==> src/rtl/dff_share_arb.sv <==
// Round-robin write arbiter sharing one WIDTH-bit register among N_REQ requesters.
// Grants one owner at a time, with optional locked bursts of up to MAX_BURST words.
`timescale 1ns/1ps
module dff_share_arb #(
    parameter int unsigned N_REQ     = 4,
    parameter int unsigned WIDTH     = 8,
    parameter int unsigned MAX_BURST = 4
) (
    input  logic                   clk,
    input  logic                   rst,
    input  logic [N_REQ-1:0]       req,
    input  logic [N_REQ-1:0]       lock,
    input  logic [N_REQ*WIDTH-1:0] data,
    output logic [N_REQ-1:0]       gnt,
    output logic [N_REQ-1:0]       ack,
    output logic [WIDTH-1:0]       q,
    output logic [2:0]             q_owner,
    output logic                   busy
);

    localparam int unsigned IdxW = $clog2(N_REQ);

    typedef logic [IdxW-1:0] idx_t;
    typedef enum logic [1:0] {StIdle, StWrite, StAck} state_e;

    state_e     state_q;
    idx_t       owner_q;
    idx_t       ptr_q;
    idx_t       q_owner_q;
    logic [7:0] burst_cnt_q;
    logic       cont_q;

    logic [WIDTH-1:0] words [N_REQ];
    logic             found;
    idx_t             winner;
    idx_t             cand;
    idx_t             ptr_next;

    function automatic logic [N_REQ-1:0] onehot(input idx_t i);
        logic [N_REQ-1:0] v;
        v    = '0;
        v[i] = 1'b1;
        return v;
    endfunction

    always_comb begin
        for (int i = 0; i < N_REQ; i++) begin
            words[i] = data[i*WIDTH +: WIDTH];
        end
    end

    // First requester at or after ptr, wrapping modulo N_REQ.
    always_comb begin
        found  = 1'b0;
        winner = '0;
        cand   = '0;
        for (int k = 0; k < N_REQ; k++) begin
            cand = idx_t'((int'(ptr_q) + k) % int'(N_REQ));
            if (!found && req[cand]) begin
                found  = 1'b1;
                winner = cand;
            end
        end
    end

    assign ptr_next = (owner_q == idx_t'(N_REQ - 1)) ? '0 : owner_q + 1'b1;

    always_ff @(posedge clk or posedge rst) begin
        if (rst) begin
            state_q     <= StIdle;
            owner_q     <= '0;
            ptr_q       <= '0;
            q_owner_q   <= '0;
            burst_cnt_q <= '0;
            cont_q      <= 1'b0;
            gnt         <= '0;
            ack         <= '0;
            q           <= '0;
        end else begin
            unique case (state_q)
                StIdle: begin
                    if (found) begin
                        owner_q     <= winner;
                        gnt         <= onehot(winner);
                        burst_cnt_q <= 8'd1;
                        state_q     <= StWrite;
                    end
                end
                StWrite: begin
                    q         <= words[owner_q];
                    q_owner_q <= owner_q;
                    ack       <= onehot(owner_q);
                    cont_q    <= lock[owner_q] && (burst_cnt_q < 8'(MAX_BURST));
                    state_q   <= StAck;
                end
                StAck: begin
                    ack <= '0;
                    if (cont_q) begin
                        burst_cnt_q <= burst_cnt_q + 8'd1;
                        state_q     <= StWrite;
                    end else begin
                        gnt     <= '0;
                        ptr_q   <= ptr_next;
                        state_q <= StIdle;
                    end
                end
                default: state_q <= StIdle;
            endcase
        end
    end

    assign q_owner = 3'(q_owner_q);
    assign busy    = (state_q != StIdle);

endmodule

==> config.mk <==
export PLATFORM = sky130hd
export DESIGN_NAME = dff_share_arb
export DESIGN_NICKNAME = d
export VERILOG_FILES = /design/src/rtl/dff_share_arb.sv
export SDC_FILE = /design/constraint.sdc
export NUM_CORES = 1
export LEC_CHECK = 0
export CAP_MARGIN = 15
export CELL_PAD_IN_SITES_DETAIL_PLACEMENT = 0
export CELL_PAD_IN_SITES_GLOBAL_PLACEMENT = 1
export CORE_MARGIN = 2
export CORE_UTILIZATION = 38
export CTS_CLUSTER_DIAMETER = 100
export DETAILED_ROUTE_END_ITERATION = 7
export HOLD_SLACK_MARGIN = 0.03
export PLACE_DENSITY = 0.84
export SLEW_MARGIN = 5
export SYNTH_ARGS = -nofsm -noshare
export SYNTH_HDL_FRONTEND = slang
export SYNTH_SLANG_ARGS = --single-unit
==> constraint.sdc <==
create_clock -name clk -period 3.8 [get_ports clk]
set_clock_uncertainty 0.2 [all_clocks]
set_input_delay 0.76 -clock clk [delete_from_list [all_inputs] [get_ports clk]]
set_output_delay 0.76 -clock clk [all_outputs]
set_load 0.005 [all_outputs]
==> summary.md, run 1 <==
Run status
* run status: completed

Setup path
* kind of start point of the critical path: flop
* sort of element at the end of the critical path: primary output
* maximum fanout along the worst path: 11
* Crit Path Category: reg -> out
* critical path data required time: 2.84 ns
* arrival time of the worst setup path: 1.89 ns

Final layout
* final standard cell utilization of the core: 0.553
* n_diodes: 0
* commonest cells after routing, fill and taps aside: sky130_fd_sc_hd__clkdlybuf4s50_1 (60), sky130_fd_sc_hd__dfrtp_1 (33), sky130_fd_sc_hd__inv_1 (16), sky130_fd_sc_hd__nand2_1 (16)
* Synth-to-Final Area Change: 37.6%
* post-route standard cell area excluding fillers: 2660 um^2
* NumNets Final: 285
* share of cells above drive strength 1: 0.141
* final standard cell count with taps included and fillers excluded: 301
* leading cell type in the layout, fill and taps excluded: sky130_fd_sc_hd__clkdlybuf4s50_1

Synth
* syn_area_per_cell: 11.2 um^2
* number of standard cells after synthesis: 173
* #FFs+latches synth: 33
* cell taking the most area after synthesis: sky130_fd_sc_hd__dfrtp_1
* total number of yosys warnings: 0
* main area contributors after synthesis: sky130_fd_sc_hd__dfrtp_1 (43%), sky130_fd_sc_hd__mux4_2 (10%), sky130_fd_sc_hd__ha_1 (6.5%), sky130_fd_sc_hd__mux2_2 (5.8%), sky130_fd_sc_hd__inv_1 (3.1%)
* Unique masters post-synth: 45
* number of synthesized flops with an enable pin: 0
* top flip-flop cell by instance count after synthesis: sky130_fd_sc_hd__dfrtp_1
* area share of the leading cell type in the synthesized netlist: 0.427
* sequential cell area fraction in the yosys report: 0.427
* nets in the synthesized netlist: 225
* Async SR Flop Fraction: 1.00
* post-synthesis instance area: 1940 um^2

Clock tree
* number of buffers inserted to repair setup after CTS: 0
* TritonCTS Buffers: 5
* root buf cell: sky130_fd_sc_hd__clkbuf_8
* clock-pin slew on the worst setup and hold paths: 0.07 ns
* CTS tree: done
* cts repair resizes: 0
* number of H-tree levels: 2
* count of hold-fix buffers inserted at cts: 0
* Clock Sinks: 33
* clock insertion delay at the later pin of the skew report: 0.28 ns
* CTS max path bufs: 2

Drt
* final WL: 4540 um
* vias after detailed routing: 1516
* routed wire length on met2: 2020 um
* detailed-routing iteration count for the pre-antenna-repair pass: 4
* per-cell via count in the routed design: 5.04
* average wire per cell in the routed design: 15.1 um
* Met3 Routed Length: 337 um
* sum of routed wire segments on met1: 2100 um
* final antenna-violating net count: 0
* residual DRC count: 0
* top sig layer: met4
* DRC violation total after the first TritonRoute iteration: 53

GRT
* GRT Util Overall: 0.170
* number of antenna violations at the first check in global routing: 0
* Congestion Overflow GR: 0
* number of global-route vias before repair: 1478
* first-pass GRT wire length: 7180 um
* largest net degree at the start of global routing: 19

STA
* final worst-path cycle share: 0.749
* unrepaired setup endpoints after global routing: no
* final setup violation count: 0
* Peak Freq: 351 MHz
* final number of max-transition violations: 0
* min setup slack post-route: 0.953 ns
* final-layout setup total negative slack: 0 ns
* Final min period: 2.85 ns
* worst-case headroom to the max-slew limit: 0.492
* Min Hold Slack: 0.302 ns
* number of endpoints with negative hold slack in the final report: 0
* slew at the pin closest to its max-slew limit: 0.762 ns

Power and ir drop
* peak supply drop: 311 uV
* reported leakage power: 1.08 nW
* power per cell area: 671 nW/um^2
* total power consumption of the routed design: 1.79 mW

Die
* I/O pin count: 62
* core area: 4820 um^2
* Std-Cell Rows: 25
* Die Wd: 75.4 um
* overall die area: 5680 um^2
* Initial Utilization: 0.402
* height of the die: 75.4 um

Place
* placer congestion estimate: 0.774
* dpl cell area: 2580 um^2
* hpwl dp: 3480 um
* Placed Cells incl. Taps: 293
* Place WS: 0.981 ns
* number of I/O port buffers: 60

Job
* max-cap violations: 0

Hold path
* class of the tightest hold or removal check: reg -> reg

[synthesized netlist by cell type, types with 2 or more instances]
cell type and instances:
sky130_fd_sc_hd__dfrtp_1 33, sky130_fd_sc_hd__inv_1 16, sky130_fd_sc_hd__nand2_1 16, sky130_fd_sc_hd__ha_1 10, sky130_fd_sc_hd__mux2_2 10, sky130_fd_sc_hd__mux4_2 9, sky130_fd_sc_hd__a21oi_1 7, sky130_fd_sc_hd__nor2_1 7
sky130_fd_sc_hd__o22ai_1 6, sky130_fd_sc_hd__o21ai_0 5, sky130_fd_sc_hd__a32o_1 4, sky130_fd_sc_hd__or3_1 4, sky130_fd_sc_hd__a21oi_2 3, sky130_fd_sc_hd__buf_4 3, sky130_fd_sc_hd__nand4_1 3, sky130_fd_sc_hd__o21ai_1 3
sky130_fd_sc_hd__a21o_1 2, sky130_fd_sc_hd__buf_1 2, sky130_fd_sc_hd__buf_2 2, sky130_fd_sc_hd__nand2b_1 2, sky130_fd_sc_hd__nor3_1 2
[state kept, by name, summed over array words and instances, names as in the netlist]
name and cells:
owner_q 2, ptr_q 2, state_q 2, ack 4
q_owner_q 2, q 8, cont_q 1, gnt 4
burst_cnt_q 8
[metal layers]
| layer | track usage | up-vias |
|---|---|---|
| met5 | 0 | - |
| met4 | 0.0643 | 0 |
| met3 | 0.0489 | 9 |
| met2 | 0.264 | 51 |
| met1 | 0.227 | 702 |
| li1 | - | 754 |
[worst paths after layout]
check | end | slack, ns | startpoint | depth (start not counted)
min in group asynchronous | q[5]$_DFFE_PP0N_ | 0.67 | rst | 2
setup reg to reg | burst_cnt_q[6]$_DFFE_PP0P_ | 1.55 | state_q[0]$_DFFE_PP0P_ | 6
hold / removal | gnt[1]$_DFFE_PP0P_ | 0.30 | gnt[1]$_DFFE_PP0P_ | 1
max in group asynchronous | cont_q$_DFFE_PP0N_ | 2.05 | rst | 3
hold reg to reg | gnt[1]$_DFFE_PP0P_ | 0.30 | gnt[1]$_DFFE_PP0P_ | 1
setup / recovery | busy | 0.95 | state_q[1]$_DFFE_PP0P_ | 4
[critical path: stages, from the launching register on]
cell	delay [ns]
sky130_fd_sc_hd__dfrtp_1	0.41
sky130_fd_sc_hd__inv_1	0.11
sky130_fd_sc_hd__ha_1	0.48
sky130_fd_sc_hd__inv_1	0.12
sky130_fd_sc_hd__clkdlybuf4s50_1	0.48
[power breakdown]
part / leakage [nW] / switching [mW] / internal (mW)
sequential: 0.419 / 0.148 / 0.489
clock: 0.0395 / 0.120 / 0.130
combinational: 0.620 / 0.392 / 0.509
[kinds of logic after synthesis]
group,after synthesis,synth area share
buffers and inverters,24,0.0537
DFF,33,0.427
AOI/OAI and AO/OA,42,0.164
xor gates and xnor gates,1,0.00453
other,1,0.00194
and+or+nand+nor,41,0.111
muxes,21,0.174
adders and majority gates,10,0.0646
[layout make-up]
| cell class | count | area (um^2) |
|---|---|---|
| Fill cell | 456 | 2150 |
| Multi-Input combinational cell | 116 | 1010 |
| Sequential cell | 33 | 826 |
| Timing Repair Buffer | 61 | 608 |
| Tap cell | 67 | 83.8 |
| Clock buffer | 8 | 80.1 |
| Inverter | 16 | 60.1 |
Power figures use the tool's default switching activity.
==> run 2: changes to the inputs <==
--- a/config.mk
+++ b/config.mk
@@ -9,11 +9,11 @@
 export CELL_PAD_IN_SITES_DETAIL_PLACEMENT = 0
 export CELL_PAD_IN_SITES_GLOBAL_PLACEMENT = 1
 export CORE_MARGIN = 2
-export CORE_UTILIZATION = 38
+export CORE_UTILIZATION = 32
 export CTS_CLUSTER_DIAMETER = 100
 export DETAILED_ROUTE_END_ITERATION = 7
 export HOLD_SLACK_MARGIN = 0.03
-export PLACE_DENSITY = 0.84
+export PLACE_DENSITY = 0.75
 export SLEW_MARGIN = 5
 export SYNTH_ARGS = -nofsm -noshare
 export SYNTH_HDL_FRONTEND = slang
==> constraint.sdc (replaced) <==
create_clock -name clk -period 2.6 [get_ports clk]
set_clock_uncertainty 0.2 [all_clocks]
set_input_delay 0.52 -clock clk [delete_from_list [all_inputs] [get_ports clk]]
set_output_delay 0.52 -clock clk [all_outputs]
set_load 0.005 [all_outputs]
==> run 2 against run 1 <==
Against the previous run: non-clock buffer count up 2; first-iteration DRC count is 32% higher; worst hold slack got worse by 0.0077 ns.
==> summary.md, run 2 (same netlist as run 1, synthesis figures left out) <==
Clock tree
* CTS max path bufs: 2
* clock-pin slew on the worst setup and hold paths: 0.07 ns
* root buf cell: sky130_fd_sc_hd__clkbuf_8
* count of hold-fix buffers inserted at cts: 0
* Clock Sinks: 33
* TritonCTS Buffers: 5
* number of buffers inserted to repair setup after CTS: 0
* cts repair resizes: 0
* number of H-tree levels: 2
* clock insertion delay at the later pin of the skew report: 0.28 ns
* CTS tree: done

Final layout
* total area of multi-input combinational cells: 1010 um^2
* n_diodes: 0
* number of inserted filler cells in the final layout: 557
* final standard cell count with taps included and fillers excluded: 311
* sequential cell area: 826 um^2
* commonest cells after routing, fill and taps aside: sky130_fd_sc_hd__clkdlybuf4s50_1 (60), sky130_fd_sc_hd__dfrtp_1 (33), sky130_fd_sc_hd__inv_1 (16), sky130_fd_sc_hd__nand2_1 (16)
* final standard cell utilization of the core: 0.457
* Synth-to-Final Area Change: 39.0%
* share of cells above drive strength 1: 0.157
* NumNets Final: 287
* post-route standard cell area excluding fillers: 2690 um^2
* leading cell type in the layout, fill and taps excluded: sky130_fd_sc_hd__clkdlybuf4s50_1
* Regs by FF count: burst_cnt_q x8, q x8

Setup path
* critical path data required time: 1.88 ns
* sort of element at the end of the critical path: primary output
* kind of start point of the critical path: flop
* Reg-to-Reg Start: state_q[0]$_DFFE_PP0P_
* start point of the critical path: state_q[0]$_DFFE_PP0P_
* flop-to-flop setup slack: 0.28 ns
* Crit Path Category: reg -> out
* worst setup path end: busy
* maximum fanout along the worst path: 5
* end of the worst register-to-register path: burst_cnt_q[6]$_DFFE_PP0P_
* arrival time of the worst setup path: 1.66 ns
* worst r2r path cells: 6

GRT
* largest net degree at the start of global routing: 34
* first-pass GRT wire length: 7420 um
* layer carrying the most global-route usage: met2
* Global Route met2 Usage: 0.233
* met1 usage: 0.199
* Congestion Overflow GR: 0
* number of antenna violations at the first check in global routing: 0
* number of global-route vias before repair: 1487
* met3 usage: 0.0385
* GRT Util Overall: 0.148

Place
* dpl cell area: 2610 um^2
* Placed Cells incl. Taps: 303
* number of I/O port buffers: 60
* placer congestion estimate: 0.783
* hpwl dp: 3430 um

STA
* unrepaired setup endpoints after global routing: no
* number of endpoints with negative hold slack in the final report: 0
* final setup violation count: 0
* worst-case headroom to the max-slew limit: 0.475
* Final min period: 2.38 ns
* final-layout setup total negative slack: 0 ns
* final number of max-transition violations: 0
* Peak Freq: 420 MHz
* slew at the pin closest to its max-slew limit: 0.787 ns
* final worst-path cycle share: 0.916

Hold path
* class of the tightest hold or removal check: reg -> reg

Job
* max-cap violations: 0

Die
* Std-Cell Rows: 28
* overall die area: 6690 um^2
* core area: 5890 um^2
* Die Wd: 81.8 um
* Initial Utilization: 0.329
* I/O pin count: 62
* height of the die: 81.8 um

Power and ir drop
* peak supply drop: 343 uV
* power per cell area: 975 nW/um^2
* reported leakage power: 1.09 nW
* total power consumption of the routed design: 2.62 mW

Drt
* residual DRC count: 0
* final antenna-violating net count: 0
* detailed-routing iteration count for the pre-antenna-repair pass: 4
* average wire per cell in the routed design: 15.0 um
* final WL: 4660 um
* per-cell via count in the routed design: 4.91
* vias after detailed routing: 1528
* DRC violation total after the first TritonRoute iteration: 70

Run status
* run status: completed

==> run 2: worst min-delay path by stage <==
stage                                     from                    endpoint  slack, ns  cells past startpoint
global route                gnt[2]$_DFFE_PP0P_          gnt[2]$_DFFE_PP0P_       0.31                      1
floorplan           burst_cnt_q[0]$_DFFE_PP0P_  burst_cnt_q[0]$_DFFE_PP0P_       0.28                      1
detailed placement          gnt[2]$_DFFE_PP0P_          gnt[2]$_DFFE_PP0P_       0.29                      1
finish                      gnt[2]$_DFFE_PP0P_          gnt[2]$_DFFE_PP0P_       0.29                      1
CTS                         gnt[2]$_DFFE_PP0P_          gnt[2]$_DFFE_PP0P_       0.30                      1
global placement            gnt[1]$_DFFE_PP0P_          gnt[1]$_DFFE_PP0P_       0.28                      1
==> run 2: layout make-up <==
type                       instances  area share
clock buffer                       6      0.0270
multi-input combinational        116       0.374
timing repair buffer              63       0.232
tap                               75      0.0349
sequential                        33       0.307
inverter                          16      0.0223
clock inverter                     2     0.00372
==> run 2: per-stage QoR <==
stage / setup WS, ns / hold WS, ns
after floorplan: 0.778 / 0.278
after global placement: 0.219 / 0.281
after detailed placement: 0.188 / 0.287
after CTS: 0.205 / 0.301
after global routing: 0.130 / 0.309
final: 0.218 / 0.294
==> run 2: per-layer routing <==
metal | vias up | part of all wire
li1 | 754 | -
met1 | 724 | 0.44
met2 | 44 | 0.47
met3 | 6 | 0.080
met4 | 0 | 0.013
met5 | - | 0
==> run 2: report_power, final <==
part / internal, mW / switching, mW / leakage [nW] / total (mW)
Combinational: 0.751 / 0.568 / 0.630 / 1.32
Sequential: 0.714 / 0.217 / 0.419 / 0.931
Clock: 0.185 / 0.188 / 0.0450 / 0.373
Total: 1.65 / 0.973 / 1.09 / 2.62
==> run 2: critical path, cell delays in order, from the launching register on <==
cell and delay [ns]:
sky130_fd_sc_hd__dfrtp_1 0.43, sky130_fd_sc_hd__inv_1 0.09, sky130_fd_sc_hd__ha_1 0.23, sky130_fd_sc_hd__inv_1 0.11
sky130_fd_sc_hd__clkdlybuf4s50_1 0.52
==> run 3: changes to the inputs <==
--- a/config.mk
+++ b/config.mk
@@ -12,6 +12,7 @@
 export CORE_UTILIZATION = 32
 export CTS_CLUSTER_DIAMETER = 100
 export DETAILED_ROUTE_END_ITERATION = 7
+export GPL_TIMING_DRIVEN = 0
 export HOLD_SLACK_MARGIN = 0.03
 export PLACE_DENSITY = 0.75
 export SLEW_MARGIN = 5
==> run 3 against run 2 <==
Against the previous run: die area did not move; combinational power increased by 9.8%; worst hold slack better by 0.0045 ns; first-iteration DRC count shrank 41%; sequential power decreased by 8.4%; fmax decreased by 4.1%; sequential share of layout area fell by 0.75 points; largest power group unchanged.
==> summary.md, run 3 (same netlist as run 1, synthesis figures left out) <==
Setup path
* flop-to-flop setup slack: 0.62 ns
* cell with the largest stage delay on the worst path: sky130_fd_sc_hd__clkdlybuf4s50_1
* maximum fanout along the worst path: 10
* Crit Path Category: reg -> out
* kind of start point of the critical path: flop
* sort of element at the end of the critical path: primary output
* critical path data required time: 1.88 ns
* biggest cell delay along the critical path: 0.50 ns
* arrival time of the worst setup path: 1.76 ns
* CP Cell Sequence: inv_1, ha_1, buf_4, inv_1, clkdlybuf4s50_1
* most common cell type on the critical path: sky130_fd_sc_hd__inv_1

Power and ir drop
* Combinational Power Share: 0.540
* share of total power in sequential cells: 0.317
* proportion of power drawn by the clock network: 0.143
* power per cell area: 974 nW/um^2
* reported leakage power: 1.13 nW
* switching part of the total: 0.362
* peak supply drop: 352 uV
* total net switching power: 0.973 mW
* Internal Dissipation: 1.71 mW

STA
* Peak Freq: 402 MHz
* number of endpoints with negative hold slack in the final report: 0
* worst-case headroom to the max-slew limit: 0.488
* final number of max-transition violations: 0
* slew at the pin closest to its max-slew limit: 0.767 ns
* final setup violation count: 0
* final worst-path cycle share: 0.956
* Min Hold Slack: 0.298 ns
* Final min period: 2.48 ns
* final-layout setup total negative slack: 0 ns
* min setup slack post-route: 0.115 ns

Drt
* Met3 Routed Length: 290 um
* sum of routed wire segments on met1: 2060 um
* top sig layer: met4
* routed wire length on met2: 2100 um
* detailed-routing iteration count for the pre-antenna-repair pass: 4
* final antenna-violating net count: 0
* vias after detailed routing: 1560
* residual DRC count: 0
* DRC violation total after the first TritonRoute iteration: 41
* final WL: 4500 um
* per-cell via count in the routed design: 4.91
* average wire per cell in the routed design: 14.2 um

Final layout
* share of cells above drive strength 1: 0.169
* NumNets Final: 295
* Regs by FF count: burst_cnt_q x8, q x8
* leading cell type in the layout, fill and taps excluded: sky130_fd_sc_hd__clkdlybuf4s50_1
* n_diodes: 0
* final standard cell utilization of the core: 0.469
* Synth-to-Final Area Change: 42.5%
* number of inserted filler cells in the final layout: 570
* commonest cells after routing, fill and taps aside: sky130_fd_sc_hd__clkdlybuf4s50_1 (60), sky130_fd_sc_hd__dfrtp_1 (33), sky130_fd_sc_hd__inv_1 (16), sky130_fd_sc_hd__nand2_1 (16)

Clock tree
* root buf cell: sky130_fd_sc_hd__clkbuf_8
* clock insertion delay at the later pin of the skew report: 0.28 ns
* number of H-tree levels: 2
* cts repair resizes: 0
* Clock Sinks: 33
* CTS max path bufs: 2
* count of hold-fix buffers inserted at cts: 0
* CTS tree: done
* clock-pin slew on the worst setup and hold paths: 0.06 ns
* TritonCTS Buffers: 5

Die
* overall die area: 6690 um^2
* Die Wd: 81.8 um
* height of the die: 81.8 um
* I/O pin count: 62
* core area: 5890 um^2
* Initial Utilization: 0.329
* Std-Cell Rows: 28

Place
* hpwl dp: 3500 um
* Place WS: 0.000650 ns
* number of I/O port buffers: 60
* placer congestion estimate: 0.818

Hold path
* class of the tightest hold or removal check: reg -> reg

GRT
* number of global-route vias before repair: 1571
* largest net degree at the start of global routing: 19
* first-pass GRT wire length: 7490 um
* number of antenna violations at the first check in global routing: 0
* GRT Util Overall: 0.148
* Congestion Overflow GR: 0

Job
* max-cap violations: 0

Run status
* run status: completed

==> run 3: cell type report <==
type	instances	area [um^2]	area share
Multi-Input combinational cell	116	1010	0.365
Sequential cell	33	826	0.299
Timing Repair Buffer	63	643	0.233
Tap cell	75	93.8	0.0340
Clock buffer	7	86.3	0.0313
Inverter	16	60.1	0.0218
Buffer	8	43.8	0.0159
==> run 3: power by group through the flow <==
| stage | Combinational, mW | Sequential (mW) | Clock (mW) |
|---|---|---|---|
| after floorplan | 0.878 | 0.859 | 0 |
| after global routing | 1.63 | 0.883 | 0.437 |
| after detailed placement | 1.44 | 0.870 | 0 |
| after CTS | 1.45 | 0.861 | 0.402 |
| after global placement | 1.43 | 0.862 | 0 |
| final | 1.45 | 0.853 | 0.384 |
==> run 3: critical path: cells and delay by family, from the launching register on <==
| kind | cells | cell delay, ns |
|---|---|---|
| flip-flops | 1 | 0.41 |
| adder cells (fa/ha/maj) | 1 | 0.21 |
| buffers and inverters | 4 | 0.87 |
==> run 3: routing by layer <==
metal,global-route usage,vias to the layer above
met1,0.195,747
met3,0.0527,5
met4,0.0467,0
li1,-,772
met2,0.228,36
met5,0,-
==> run 3: stage by stage <==
step	instance area, um^2	power, mW	instances
6_report	2760	2.69	318
5_1_grt	2760	2.95	318
4_1_cts	2740	2.71	316
3_5_place_dp	2660	2.31	309
3_3_place_gp	2630	2.29	308
2_1_floorplan	1940	1.74	173
==> run 3: timing repair <==
| item | CTS | global route |
|---|---|---|
| buffers inserted | 0 | 2 |
| endpoints found under the setup margin | 0 | 1 |
| endpoints found under the hold margin | 0 | 0 |
==> run 3: final timing paths <==
check | startpoint | end | cells past startpoint
min | gnt[2]$_DFFE_PP0P_ | gnt[2]$_DFFE_PP0P_ | 1
max reg2reg | state_q[0]$_DFFE_PP0P_ | burst_cnt_q[6]$_DFFE_PP0P_ | 7
min reg2reg | gnt[2]$_DFFE_PP0P_ | gnt[2]$_DFFE_PP0P_ | 1
min in group asynchronous | rst | q[4]$_DFFE_PP0N_ | 2
max | state_q[0]$_DFFE_PP0P_ | busy | 5
max in group asynchronous | rst | cont_q$_DFFE_PP0N_ | 3
